`config.mk`:
```
export PLATFORM = sky130hd
export DESIGN_NAME = pixel_writeback
export DESIGN_NICKNAME = d
export VERILOG_FILES = /design/src/rtl/edge_pkg.sv /design/src/rtl/wr_timer.sv /design/src/rtl/pixel_writeback.sv
export SDC_FILE = /design/constraint.sdc
export NUM_CORES = 1
export LEC_CHECK = 0
export ABC_AREA = 1
export BUFFER_PORTS_ARGS = -buffer_cell sky130_fd_sc_hd__clkbuf_2
export CAP_MARGIN = 20
export CORE_AREA = 2 2 139 154
export CTS_CLUSTER_DIAMETER = 40
export CTS_CLUSTER_SIZE = 16
export DETAILED_ROUTE_END_ITERATION = 8
export DIE_AREA = 0 0 141 156
export GPL_TIMING_DRIVEN = 0
export PLACE_DENSITY = 0.8
export SETUP_SLACK_MARGIN = 0.5
export SYNTH_ARGS = -nofsm -noshare
export SYNTH_HDL_FRONTEND = slang
export SYNTH_HIERARCHICAL = 1
export SYNTH_SLANG_ARGS = --single-unit
```
`constraint.sdc`:
```
create_clock -name clk -period 5.59 [get_ports clk]
set_input_delay 1.118 -clock clk [delete_from_list [all_inputs] [get_ports clk]]
set_output_delay 1.118 -clock clk [all_outputs]
set_load 0.01 [all_outputs]
```
`src/rtl/edge_pkg.sv`:
```
// Shared types and helpers for the edge-detector SRAM datapath.
//   NUM_PIX    : default pixel buffer depth
//   PIX_BITS   : processed pixel width
//   WORD_BITS  : SRAM word width
//   CntBits    : width of pixel count / index fields
//   wb_state_e : write-back sequencer states
//   expand_pix : pixel -> 24-bit SRAM word (grayscale replicate or binary)
package edge_pkg;

  localparam int unsigned NUM_PIX   = 20;
  localparam int unsigned PIX_BITS  = 8;
  localparam int unsigned WORD_BITS = 24;
  localparam int unsigned CntBits   = 5;

  typedef enum logic [2:0] {
    StIdle,
    StSetup,
    StWrite,
    StRecover,
    StDone
  } wb_state_e;

  // mode 0: {p,p,p}; mode 1: any non-zero pixel saturates to white.
  function automatic logic [WORD_BITS-1:0] expand_pix(input logic [PIX_BITS-1:0] p,
                                                      input logic                mode);
    if (mode) begin
      return (p != '0) ? {WORD_BITS{1'b1}} : '0;
    end
    return {p, p, p};
  endfunction

endpackage

```
`src/rtl/wr_timer.sv`:
```
// Loadable down-counter timing the WRITE and RECOVER dwell of the write-back
// sequencer. Loading value V makes zero rise V cycles later; the counter
// parks at zero until loaded again.
//   clk, n_rst : clock, asynchronous active-low reset
//   load       : load load_val this cycle (takes priority over counting)
//   load_val   : value to load
//   zero       : counter is at zero
module wr_timer #(
  parameter int unsigned Width = 2
) (
  input  logic             clk,
  input  logic             n_rst,
  input  logic             load,
  input  logic [Width-1:0] load_val,
  output logic             zero
);

  logic [Width-1:0] count_q;

  always_ff @(posedge clk or negedge n_rst) begin
    if (!n_rst) begin
      count_q <= '0;
    end else if (load) begin
      count_q <= load_val;
    end else if (count_q != '0) begin
      count_q <= count_q - Width'(1);
    end
  end

  assign zero = (count_q == '0);

endmodule

```
`src/rtl/pixel_writeback.sv`:
```
// Write-side SRAM master: writes a latched buffer of processed pixels to the
// off-chip SRAM, one 24-bit word per bus transaction, starting at a word
// offset. Each pixel takes SETUP (1) + WRITE (WR_HOLD) + RECOVER (GAP) cycles.
//   clk, n_rst           : clock, asynchronous active-low reset
//   start                : job request, sampled only in IDLE
//   data_in              : packed pixel buffer, element i -> offset + i
//   num_pix_write        : pixels to write, clamped to NUM_PIX
//   address_write_offset : first word address
//   mode                 : 0 grayscale replicate, 1 binary
//   busy                 : job in progress (cycle after accept through DONE)
//   done                 : one-cycle pulse at job end
//   address, w_data      : SRAM word address and write data
//   write_enable         : SRAM write strobe
//   read_enable          : always low, this block never reads
module pixel_writeback #(
  parameter int unsigned ADDR_BITS = 16,
  parameter int unsigned NUM_PIX   = edge_pkg::NUM_PIX,
  parameter int unsigned WR_HOLD   = 2,
  parameter int unsigned GAP       = 1
) (
  input  logic                                  clk,
  input  logic                                  n_rst,
  input  logic                                  start,
  input  logic [NUM_PIX*edge_pkg::PIX_BITS-1:0] data_in,
  input  logic [edge_pkg::CntBits-1:0]          num_pix_write,
  input  logic [ADDR_BITS-1:0]                  address_write_offset,
  input  logic                                  mode,
  output logic                                  busy,
  output logic                                  done,
  output logic [ADDR_BITS-1:0]                  address,
  output logic [edge_pkg::WORD_BITS-1:0]        w_data,
  output logic                                  write_enable,
  output logic                                  read_enable
);

  import edge_pkg::*;

  localparam int unsigned DwellMax = (WR_HOLD > GAP) ? WR_HOLD : GAP;
  localparam int unsigned TimerW   = (DwellMax > 1) ? $clog2(DwellMax) : 1;
  localparam logic [CntBits-1:0] NumPixCnt = CntBits'(NUM_PIX);

  wb_state_e              state_q;
  logic                   busy_q;
  logic                   done_q;
  logic                   we_q;
  logic [ADDR_BITS-1:0]   addr_q;
  logic [WORD_BITS-1:0]   wdata_q;
  logic [CntBits-1:0]     idx_q;
  logic [CntBits-1:0]     count_q;
  logic [ADDR_BITS-1:0]   offset_q;
  logic                   mode_q;
  logic [PIX_BITS-1:0]    pix_q [NUM_PIX];

  logic [CntBits-1:0]     count_clamped;
  logic [CntBits-1:0]     idx_inc;
  logic                   accept;

  logic                   tmr_load;
  logic [TimerW-1:0]      tmr_val;
  logic                   tmr_zero;

  assign accept        = (state_q == StIdle) && start;
  assign count_clamped = (num_pix_write > NumPixCnt) ? NumPixCnt : num_pix_write;
  assign idx_inc       = idx_q + CntBits'(1);

  // The dwell timer is armed one cycle ahead: loaded in SETUP for the WRITE
  // window and on the last WRITE cycle for the RECOVER window, so a loaded
  // value of N-1 yields exactly N cycles in the following state.
  always_comb begin
    tmr_load = 1'b0;
    tmr_val  = '0;
    if (state_q == StSetup) begin
      tmr_load = 1'b1;
      tmr_val  = TimerW'(WR_HOLD - 1);
    end else if ((state_q == StWrite) && tmr_zero) begin
      tmr_load = 1'b1;
      tmr_val  = TimerW'(GAP - 1);
    end
  end

  wr_timer #(
    .Width (TimerW)
  ) u_wr_timer (
    .clk      (clk),
    .n_rst    (n_rst),
    .load     (tmr_load),
    .load_val (tmr_val),
    .zero     (tmr_zero)
  );

  // Pixel buffer snapshot taken at accept; the job never looks at data_in again.
  always_ff @(posedge clk or negedge n_rst) begin
    if (!n_rst) begin
      for (int i = 0; i < NUM_PIX; i++) begin
        pix_q[i] <= '0;
      end
    end else if (accept) begin
      for (int i = 0; i < NUM_PIX; i++) begin
        pix_q[i] <= data_in[i*PIX_BITS +: PIX_BITS];
      end
    end
  end

  // Sequencer with registered bus outputs. address/w_data only change on entry
  // to SETUP, so they are stable across SETUP, WRITE and RECOVER.
  always_ff @(posedge clk or negedge n_rst) begin
    if (!n_rst) begin
      state_q  <= StIdle;
      busy_q   <= 1'b0;
      done_q   <= 1'b0;
      we_q     <= 1'b0;
      addr_q   <= '0;
      wdata_q  <= '0;
      idx_q    <= '0;
      count_q  <= '0;
      offset_q <= '0;
      mode_q   <= 1'b0;
    end else begin
      done_q <= 1'b0;
      unique case (state_q)
        StIdle: begin
          if (start) begin
            offset_q <= address_write_offset;
            mode_q   <= mode;
            count_q  <= count_clamped;
            idx_q    <= '0;
            busy_q   <= 1'b1;
            if (count_clamped == '0) begin
              state_q <= StDone;
              done_q  <= 1'b1;
            end else begin
              state_q <= StSetup;
              addr_q  <= address_write_offset;
              wdata_q <= expand_pix(data_in[PIX_BITS-1:0], mode);
            end
          end
        end
        StSetup: begin
          state_q <= StWrite;
          we_q    <= 1'b1;
        end
        StWrite: begin
          if (tmr_zero) begin
            state_q <= StRecover;
            we_q    <= 1'b0;
          end
        end
        StRecover: begin
          if (tmr_zero) begin
            if (idx_inc < count_q) begin
              idx_q   <= idx_inc;
              // Address wraps modulo 2^ADDR_BITS by construction.
              addr_q  <= offset_q + ADDR_BITS'(idx_inc);
              wdata_q <= expand_pix(pix_q[idx_inc], mode_q);
              state_q <= StSetup;
            end else begin
              state_q <= StDone;
              done_q  <= 1'b1;
            end
          end
        end
        StDone: begin
          state_q <= StIdle;
          busy_q  <= 1'b0;
        end
        default: begin
          state_q <= StIdle;
          busy_q  <= 1'b0;
          we_q    <= 1'b0;
        end
      endcase
    end
  end

  assign busy         = busy_q;
  assign done         = done_q;
  assign address      = addr_q;
  assign w_data       = wdata_q;
  assign write_enable = we_q;
  assign read_enable  = 1'b0;

endmodule

```
# ---- After elaboration in Yosys (flattened, before gate mapping)
# Cells that the tools add are included.
dict set report totals {
  input_bits 185
  out_inout_bits 44
  memories 0
  wordCells 117
  ff_bits 234
  ramBits 0
  latchBits 0
  romBits 0
}
dict set report op_classes {
  add_sub_neg 3
  n_eq_ne 9
  n_mux 52
  div_mod_pow 0
  mul 0
  shifts 0
  n_bitwise 4
  n_reduce_logical 15
  magnitude_cmp 3
}
# op count
set op_table {}
lappend op_table {{two-way mux 24 bit} 10}
lappend op_table {{two-way mux 16 bit} 4}
lappend op_table {{case mux 24 bit (2 select lines)} 1}
lappend op_table {{binary-select mux 8 bit (select 5 bit)} 1}
lappend op_table {{case mux 16 bit (2 select lines)} 1}
lappend op_table {{two-way mux 5 bit} 4}
lappend op_table {{two-way mux 1 bit} 19}
lappend op_table {{adder 16 x 5 -> 16 bit} 1}
lappend op_table {{two-way mux 8 bit} 2}
lappend op_table {{nonzero test 8 bit} 2}
lappend op_table {{two-way mux 3 bit} 5}
lappend op_table {{case mux 3 bit (4 select lines)} 1}
lappend op_table {{!= test 2 bit, second input constant} 5}
lappend op_table {{case mux 5 bit (2 select lines)} 1}
lappend op_table {{equality test 3 x 2 -> 1 bit, second input constant} 2}
lappend op_table {{greater-or-equal comparator 6 bit, second input constant} 1}
lappend op_table {{NOT 5 -> 6 bit} 1}
lappend op_table {{AND reduction 2 bit} 3}
lappend op_table {{OR reduction 3 bit} 2}
lappend op_table {{adder 5 x 1 -> 5 bit, second input constant} 1}
lappend op_table {{> comparator 5 bit, second input constant} 1}
lappend op_table {{zero test 5 bit} 1}
lappend op_table {{less-than comparator 5 bit} 1}
lappend op_table {{AND reduction 5 bit} 1}
lappend op_table {{other kinds (11)} 15}

# ---- Logic depth before layout (Yosys ltp)
# Gate-level depths: netlist of the first run.
dict set report logic_depth {
  ltp_word 12
  depth_mapped 17
  mapped_depth_nobuf 16
}

# ---- By module
# The synthesis of the first run kept the hierarchy.
# module area_each_um2 seq_area_each_um2 cells_each instances
set by_module_without_submodules {}
lappend by_module_without_submodules {pixel_writeback 10836.6 5430.2 1437 1}
lappend by_module_without_submodules {wr_timer 36.3 25.0 4 1}

# ---- Worst setup path after synthesis of the first run
# OpenSTA, ideal clock, no wires.
dict set report synth_path {
  path_kind {flip-flop to flip-flop}
  start {reg idx_q[1]}
  end {reg addr_q[11] (netlist: address[11])}
  stages_incl_launch_ff 18
  path_buffers 1
  setup_time_ps 116
  required_time_ps 5474
  t_arrival_ps 2568
  synth_period_minus_slack_ps 2685
  path_slack_ps 2905
  path_cell_list {dfrtp_1 ha_1 nand3_1 xor2_2 inv_2 ha_1 nand2_1 inv_1 nand4_1 o211ai_1 nand2_1 o21ai_0 inv_1 nand4_1 clkbuf_1 nor2_1 nand2_1 nand2_1}
}
dict set report synth_via {
  elab_chain_len 5
  elab_cells_between_ends 8
  classes_between {add/sub: 2; order compare: 1; eq/ne: 1; mux: 3; reduce/logical: 1}
}
# element line_no
set synth_lines {}
lappend synth_lines {{start: declaration} pixel_writeback.sv:48} ;# logic [CntBits-1:0] idx_q;
lappend synth_lines {{start signal: assignment} pixel_writeback.sv:151} ;# idx_q <= idx_inc;
lappend synth_lines {{adder 5 x 1 -> 5 bit *} pixel_writeback.sv:64} ;# assign idx_inc = idx_q + CntBits'(1);
lappend synth_lines {{adder 16 x 5 -> 16 bit} pixel_writeback.sv:153} ;# addr_q <= offset_q + ADDR_BITS'(idx_inc);
lappend synth_lines {{two-way mux 16 bit} pixel_writeback.sv:150} ;# if (idx_inc < count_q) begin
lappend synth_lines {{two-way mux 16 bit} pixel_writeback.sv:149} ;# if (tmr_zero) begin
lappend synth_lines {{case mux 16 bit (2 select lines)} pixel_writeback.sv:120} ;# unique case (state_q)
lappend synth_lines {{end signal: assignment} pixel_writeback.sv:133} ;# addr_q <= address_write_offset;
lappend synth_lines {{end signal: assignment} pixel_writeback.sv:153}
lappend synth_lines {{end: declaration} pixel_writeback.sv:46} ;# logic [ADDR_BITS-1:0] addr_q;
# Every way passes the cells marked *; elsewhere a longest branch is shown, timed or not. The select of a mux whose other input is x is not followed.
# A chain may end at the register's enable or synchronous reset.

# ---- Final worst setup path of the first run
dict set report layout_path {
  start {reg idx_q[1]}
  end {reg wdata_q[21] (netlist: w_data[21])}
}
dict set report layout_via {
  elab_chain_len 12
  elab_cells_between_ends 15
  classes_between {add/sub: 1; order compare: 1; eq/ne: 1; mux: 9; bitwise: 1; reduce/logical: 2}
}
# element line_no
set layout_lines {}
lappend layout_lines {{adder 5 x 1 -> 5 bit *} pixel_writeback.sv:64}
lappend layout_lines {{NOT 5 -> 6 bit (implied by the code)} pixel_writeback.sv:154} ;# wdata_q <= expand_pix(pix_q[idx_inc], mode_q);
lappend layout_lines {{binary-select mux 8 bit (select 5 bit)} pixel_writeback.sv:154}
lappend layout_lines {{two-way mux 8 bit (implied by the code) (2 in series)} pixel_writeback.sv:154}
lappend layout_lines {{nonzero test 8 bit} edge_pkg.sv:27} ;# return (p != '0) ? {WORD_BITS{1'b1}} : '0;
lappend layout_lines {{two-way mux 24 bit} edge_pkg.sv:27}
lappend layout_lines {{two-way mux 24 bit} edge_pkg.sv:26} ;# if (mode) begin
lappend layout_lines {{two-way mux 24 bit} edge_pkg.sv:29} ;# return {p, p, p};
lappend layout_lines {{two-way mux 24 bit} pixel_writeback.sv:150}
lappend layout_lines {{two-way mux 24 bit} pixel_writeback.sv:149}
lappend layout_lines {{case mux 24 bit (2 select lines)} pixel_writeback.sv:120}
lappend layout_lines {{end signal: assignment} pixel_writeback.sv:134} ;# wdata_q <= expand_pix(data_in[PIX_BITS-1:0], mode);
lappend layout_lines {{end signal: assignment} pixel_writeback.sv:154}
lappend layout_lines {{end: declaration} pixel_writeback.sv:47} ;# logic [WORD_BITS-1:0] wdata_q;
# Marks and branches as above.

==> results.yml, run 1 <==
final_layout:
  nets: 1898
  num_antenna_cells: 0
  drive_gt1_frac: 0.190
  nFillCells: 1766
  area_growth_syn_to_layout_pct: 24.0
drt:
  drt-total-wl_um: 35200
  viasPerCell: 5.40
  wl_per_cell_um: 17.8
  via_count: 10700
  drc: 0
  antenna_left: 0
  drt_iter0_markers: 824
  dr.pass1.iters: 6
timing:
  skew_ns: 0.0142
  hold_viol_final: 0
  hold_ws_ns: 0.468
  relSlewSlack: 0.231
  setup_viol: 0
  drv_slew: 0
  max_freq_ghz: 0.285
  grt_setup_unrepaired: "no"
  period_needed_ns: 3.51
  period_share: 0.628
  tightest_slew_ns: 1.15
critical_path:
  critical-path-top-delay-family: "simple AND/OR/NAND/NOR gates"
  r2r_cells: 17
  r2r-start: "idx_q[1]"
  worstPathMaxFanout: 10
  r2r_slack_ns: 2.08
  crit_buf_inv: 4
  r2r-end: "w_data[21]"
  cpPeakStageDelay_ns: 0.52
  crit_required_ns: 6.03
  critPathCaptureType: "register"
  crit_path_frequent_cell: "nand2_1"
  worstSetupStartpointType: "register"
  critical_path.cell_chain: "ha_1 -> nand3_1 -> xor2_2 -> inv_2 -> ha_1 -> nand2_1 -> inv_1 -> nand4_1 -> o211ai_1 -> nand2_1 -> o21ai_0 -> inv_1 -> nand4_1 -> clkbuf_1 -> nor2_1 -> nand2_1 -> nand2_1"
  crit_type: "register to register"
  arrival_ns: 3.95
  crit_path_top_delay_cell: "clkbuf_1"
clock_network:
  clkLatencyLatePin_ns: 0.55
  cts_buffers: 30
  h-tree-depth: 1
  root_buffer: "clkbuf_16"
  post_cts_resize_count: 0
  numClockSinks: 218
  cts_buffer_depth: 3
  cts_setup_buffers: 0
  cts_tree: "built"
  ctsHoldBuffers: 0
  clk_pin_slew_ns: 0.06
logic_synthesis:
  netlist_area_um2: 10900
  post-synth-top-count-cell: "nand2_1"
  synth.distinct_cells: 34
  synth_top_cell_area_share: 0.502
  ys_top_cells_by_area: "dfrtp_1 (50%), nand2_1 (18%), o21ai_0 (8.1%), inv_1 (5.3%), nand3_1 (5.2%)"
  synth_ff_type: "dfrtp_1"
  synth_nets: 1637
  syn_inst: 1441
  async_reset_ff_frac: 1.00
  syn_area_per_cell_um2: 7.55
  synth-seq-cells: 218
  synth_top_cells_by_count: "nand2_1 (515), dfrtp_1 (218), o21ai_0 (177)"
  synth_top_area_cell: "dfrtp_1"
  ys_seq_area_frac: 0.502
  yosysWarnings: 6
  synth_edf_count: 0
hold_path:
  min_from: "pix_q[30]"
  hold_path_end: "pix_q[30]"
  hold_path_class: "register to register"
  whs_path_depth: 2
global_route:
  grt_pass1_wl_um: 54300
  grt_overflow: 0
  antenna_found_initial: 0
  grt_usage: 0.317
  grt_max_degree: 81
  grt_pass1_vias: 10700
power:
  ir_worst_vdd_uv: 309
  p_per_area_nw_per_um2: 607
  leakagePower_nw: 7.07
  p_total_mw: 8.19
run_status:
  status: "finished clean"
floorplanning:
  die_w_um: 141
  num_rows: 55
  start_util: 0.532
  io_pins: 229
  core-area_um2: 20400
  die-area_um2: 22000
  dieHeight_um: 156
placed_design:
  dp_hpwl_um: 25900
  gp_congestion: 0.963
  portBuffers: 227
job:
  drv_cap: 0
-- cell type report --
class | count | area [um2] | area share
flip-flops and latches | 218 | 5460 | 0.404
multi-input cells | 970 | 4380 | 0.325
repair buffers | 229 | 1200 | 0.0890
clock buffers | 37 | 838 | 0.0622
inverters | 159 | 597 | 0.0443
plain buffers | 94 | 438 | 0.0325
well taps | 256 | 320 | 0.0237
clock inverters | 19 | 255 | 0.0189
-- sequential cells by signal, summed over array words and instances (netlist names), 3 cells and up --
signal,flops
offset_q,16
state_q,3
count_q,5
pix_q,160
w_data,8
idx_q,5
address,16
-- per-layer routing --
layer / up-vias / track usage / wire length (um)
li1: 5062 / - / -
met1: 4992 / 0.399 / 13800
met2: 549 / 0.541 / 16900
met3: 108 / 0.0537 / 3050
met4: 0 / 0.140 / 1500
met5: - / 0 / 0
-- worst max-delay path by stage --
stage / startpoint / endpoint / slack [ns] / depth (start not counted)
global route: idx_q[1] / w_data[17] / 1.83 / 17
CTS: idx_q[1] / w_data[21] / 2.14 / 17
detailed placement: idx_q[1] / w_data[21] / 2.15 / 17
floorplan: idx_q[1] / address[11] / 2.91 / 17
finish: idx_q[1] / w_data[21] / 2.08 / 17
global placement: n_rst / address[12] / -0.80 / 1
-- power by group --
part	leakage [nW]	switching, mW	internal, mW
logic	3.84	2.31	1.15
registers	2.69	0.354	2.33
clock network	0.528	0.741	1.30
total	7.07	3.40	4.78
-- stage by stage --
stage / cells / worst slack [ns] / area (um2) / TNS, ns / util
after floorplan: 1441 / 2.91 / 10900 / 0 / -
after global placement: 1924 / -0.796 / 12300 / -170.45 / 0.603
after detailed placement: 1926 / 2.15 / 12400 / 0 / 0.606
after CTS: 1982 / 2.14 / 13500 / 0 / 0.660
after global routing: 1982 / 1.83 / 13500 / 0 / 0.660
final: 1982 / 2.08 / 13500 / 0 / 0.660
-- logic make-up after synthesis --
family | synth area share
XOR/XNOR | 0.0119
other | 0.000345
flip-flops | 0.502
adder cells (fa/ha/maj) | 0.0133
multiplexers | 0.000921
AND/OR/NAND/NOR | 0.262
buffers and inverters | 0.0952
AO/OA/AOI/OAI | 0.115
-- worst register-to-register path: stages (launching register included) --
cell	delay, ns
dfrtp_1	0.40
ha_1	0.25
nand3_1	0.14
xor2_2	0.44
inv_2	0.20
ha_1	0.35
nand2_1	0.07
inv_1	0.06
nand4_1	0.07
o211ai_1	0.12
nand2_1	0.07
o21ai_0	0.08
inv_1	0.08
nand4_1	0.30
clkbuf_1	0.53
nor2_1	0.10
nand2_1	0.11
nand2_1	0.05
-- layout by cell type (no fill, tap or decap), types with 10 or more instances in the layout --
cell / n
nor2_1: 64
o21ai_0: 177
clkbuf_2: 226
ha_1: 10
buf_2: 14
clkbuf_1: 60
dfrtp_1: 218
buf_4: 18
nand3_1: 114
nand2_1: 515
clkbuf_16: 31
a21oi_1: 24
o211ai_1: 19
inv_1: 153
No activity file was read; power rests on OpenSTA's default activity.
==> run 2: changes to the inputs <==
==> constraint.sdc (replaced) <==
create_clock -name clk -period 3.25 [get_ports clk]
set_input_delay 0.65 -clock clk [delete_from_list [all_inputs] [get_ports clk]]
set_output_delay 0.65 -clock clk [all_outputs]
set_load 0.01 [all_outputs]
==> results.yml, run 2 (synthesis results as in run 1) <==
clock_network:
  numClockSinks: 218
  cts_buffer_depth: 3
  h-tree-depth: 1
  clkLatencyLatePin_ns: 0.54
  cts_buffers: 30
  ctsHoldBuffers: 0
  clk_pin_slew_ns: 0.06
  cts_tree: "built"
  root_buffer: "clkbuf_16"
drt:
  antenna_left: 0
  drt_iter0_markers: 862
  via_count: 10800
  drc: 0
  viasPerCell: 5.44
  dr.pass1.iters: 5
  wl_per_cell_um: 18.0
  drt-total-wl_um: 35900
floorplanning:
  die-area_um2: 22000
  die_w_um: 141
  start_util: 0.532
  num_rows: 55
  core-area_um2: 20400
  dieHeight_um: 156
  io_pins: 229
timing:
  hold_viol_final: 0
  hold_ws_ns: 0.0856
  fin_ws_ns: 0.595
  tightest_slew_ns: 0.850
  period_needed_ns: 2.66
  period_share: 0.817
  tns_ns: 0
  setup_viol: 0
  grt_setup_unrepaired: "yes"
  skew_ns: 0.0130
  relSlewSlack: 0.431
  max_freq_ghz: 0.377
  drv_slew: 0
power:
  p_total_mw: 14.4
  ir_worst_vdd_uv: 541
  leakagePower_nw: 7.18
  p_per_area_nw_per_um2: 1040
critical_path:
  r2r-end: "pix_q[18]"
  crit_required_ns: 3.73
  critPathCaptureType: "register"
  r2r_cells: 8
  worstPathMaxFanout: 10
  r2r_slack_ns: 0.59
  worstSetupStartpointType: "register"
  crit_type: "register to register"
  r2r-start: "state_q[0]"
  arrival_ns: 3.14
final_layout:
  max_flop_register: "pix_q"
  largest_reg_flops: 160
  num_antenna_cells: 0
  final_common_cell: "nand2_1"
  post-route-util: 0.675
  final_cell_area_um2: 13800
  area_growth_syn_to_layout_pct: 26.8
  final_cells: 1992
  nets: 1908
  drive_gt1_frac: 0.214
  layout_common_cells: "nand2_1 (512), clkbuf_2 (232), dfrtp_1 (217), o21ai_0 (175), inv_1 (152)"
placed_design:
  placed_cells: 1926
  dp_hpwl_um: 25900
  place_area_um2: 12400
  gp_congestion: 0.963
  place_ws_ns: -0.187
  portBuffers: 227
run_status:
  status: "finished clean"
hold_path:
  hold_path_class: "input pin to async pin"
global_route:
  antenna_found_initial: 0
  grt_pass1_vias: 10800
  grt_max_degree: 81
  grt_pass1_wl_um: 54900
  grt_overflow: 0
  grt_usage: 0.321
job:
  drv_cap: 0
==> run 2: changes by cell type in the layout (fill, tap and decap cells not counted), moves of 3 or more <==
| cell | previous run | this run |
|---|---|---|
| nand3_2 | 0 | 3 |
| ha_1 | 10 | 7 |
| ha_4 | 0 | 3 |
| clkbuf_2 | 226 | 232 |
| inv_4 | 0 | 3 |
| nand2_1 | 515 | 512 |
| buf_4 | 18 | 30 |
| nand3_1 | 114 | 111 |
| clkbuf_1 | 60 | 47 |
| nand2_2 | 1 | 4 |
| buf_6 | 0 | 4 |
==> run 2: worst max path at each step <==
stage | from | end | slack (ns) | cells past startpoint
after floorplan | idx_q[1] | address[11] | 0.57 | 17
after detailed placement | idx_q[1] | w_data[21] | -0.19 | 17
after global routing | idx_q[0] | address[10] | 0.45 | 16
final | state_q[0] | pix_q[18] | 0.59 | 8
after global placement | n_rst | address[12] | -2.67 | 1
after CTS | idx_q[1] | w_data[16] | 0.51 | 16
==> run 2: timing repair <==
item	CTS	global route
resized for setup	31	44
setup endpoints to repair	29	29
pin swaps	2	3
setup buffers	5	5
==> run 2: critical path: stages, from the launching register on <==
cell	delay (ns)
dfrtp_1	0.40
nor2_1	0.20
nand2_1	0.18
nor2_1	0.24
buf_2	0.35
buf_1	0.63
clkbuf_1	0.38
nand2_1	0.12
nand2_1	0.09
==> run 2: layout make-up <==
cell class | count | area [um2]
multi-input cells | 970 | 4530
repair buffers | 239 | 1270
inverters | 159 | 604
fillers | 1731 | 6650
clock buffers | 37 | 838
well taps | 256 | 320
clock inverters | 19 | 255
plain buffers | 94 | 508
flip-flops and latches | 218 | 5460
==> run 2: metal layers <==
metal | track usage | share of wire | vias to the layer above
met1 | 0.403 | 0.39 | 5091
met4 | 0.147 | 0.046 | 0
met3 | 0.0540 | 0.081 | 128
met5 | 0 | 0 | -
met2 | 0.546 | 0.48 | 532
li1 | - | - | 5088
==> run 2: report_power, final <==
| part | internal (mW) | switching [mW] | leakage (nW) | total, mW |
|---|---|---|---|---|
| registers | 4.01 | 0.630 | 2.69 | 4.64 |
| logic | 2.15 | 4.05 | 3.97 | 6.20 |
| clock network | 2.24 | 1.28 | 0.528 | 3.52 |
| total | 8.40 | 5.97 | 7.18 | 14.4 |
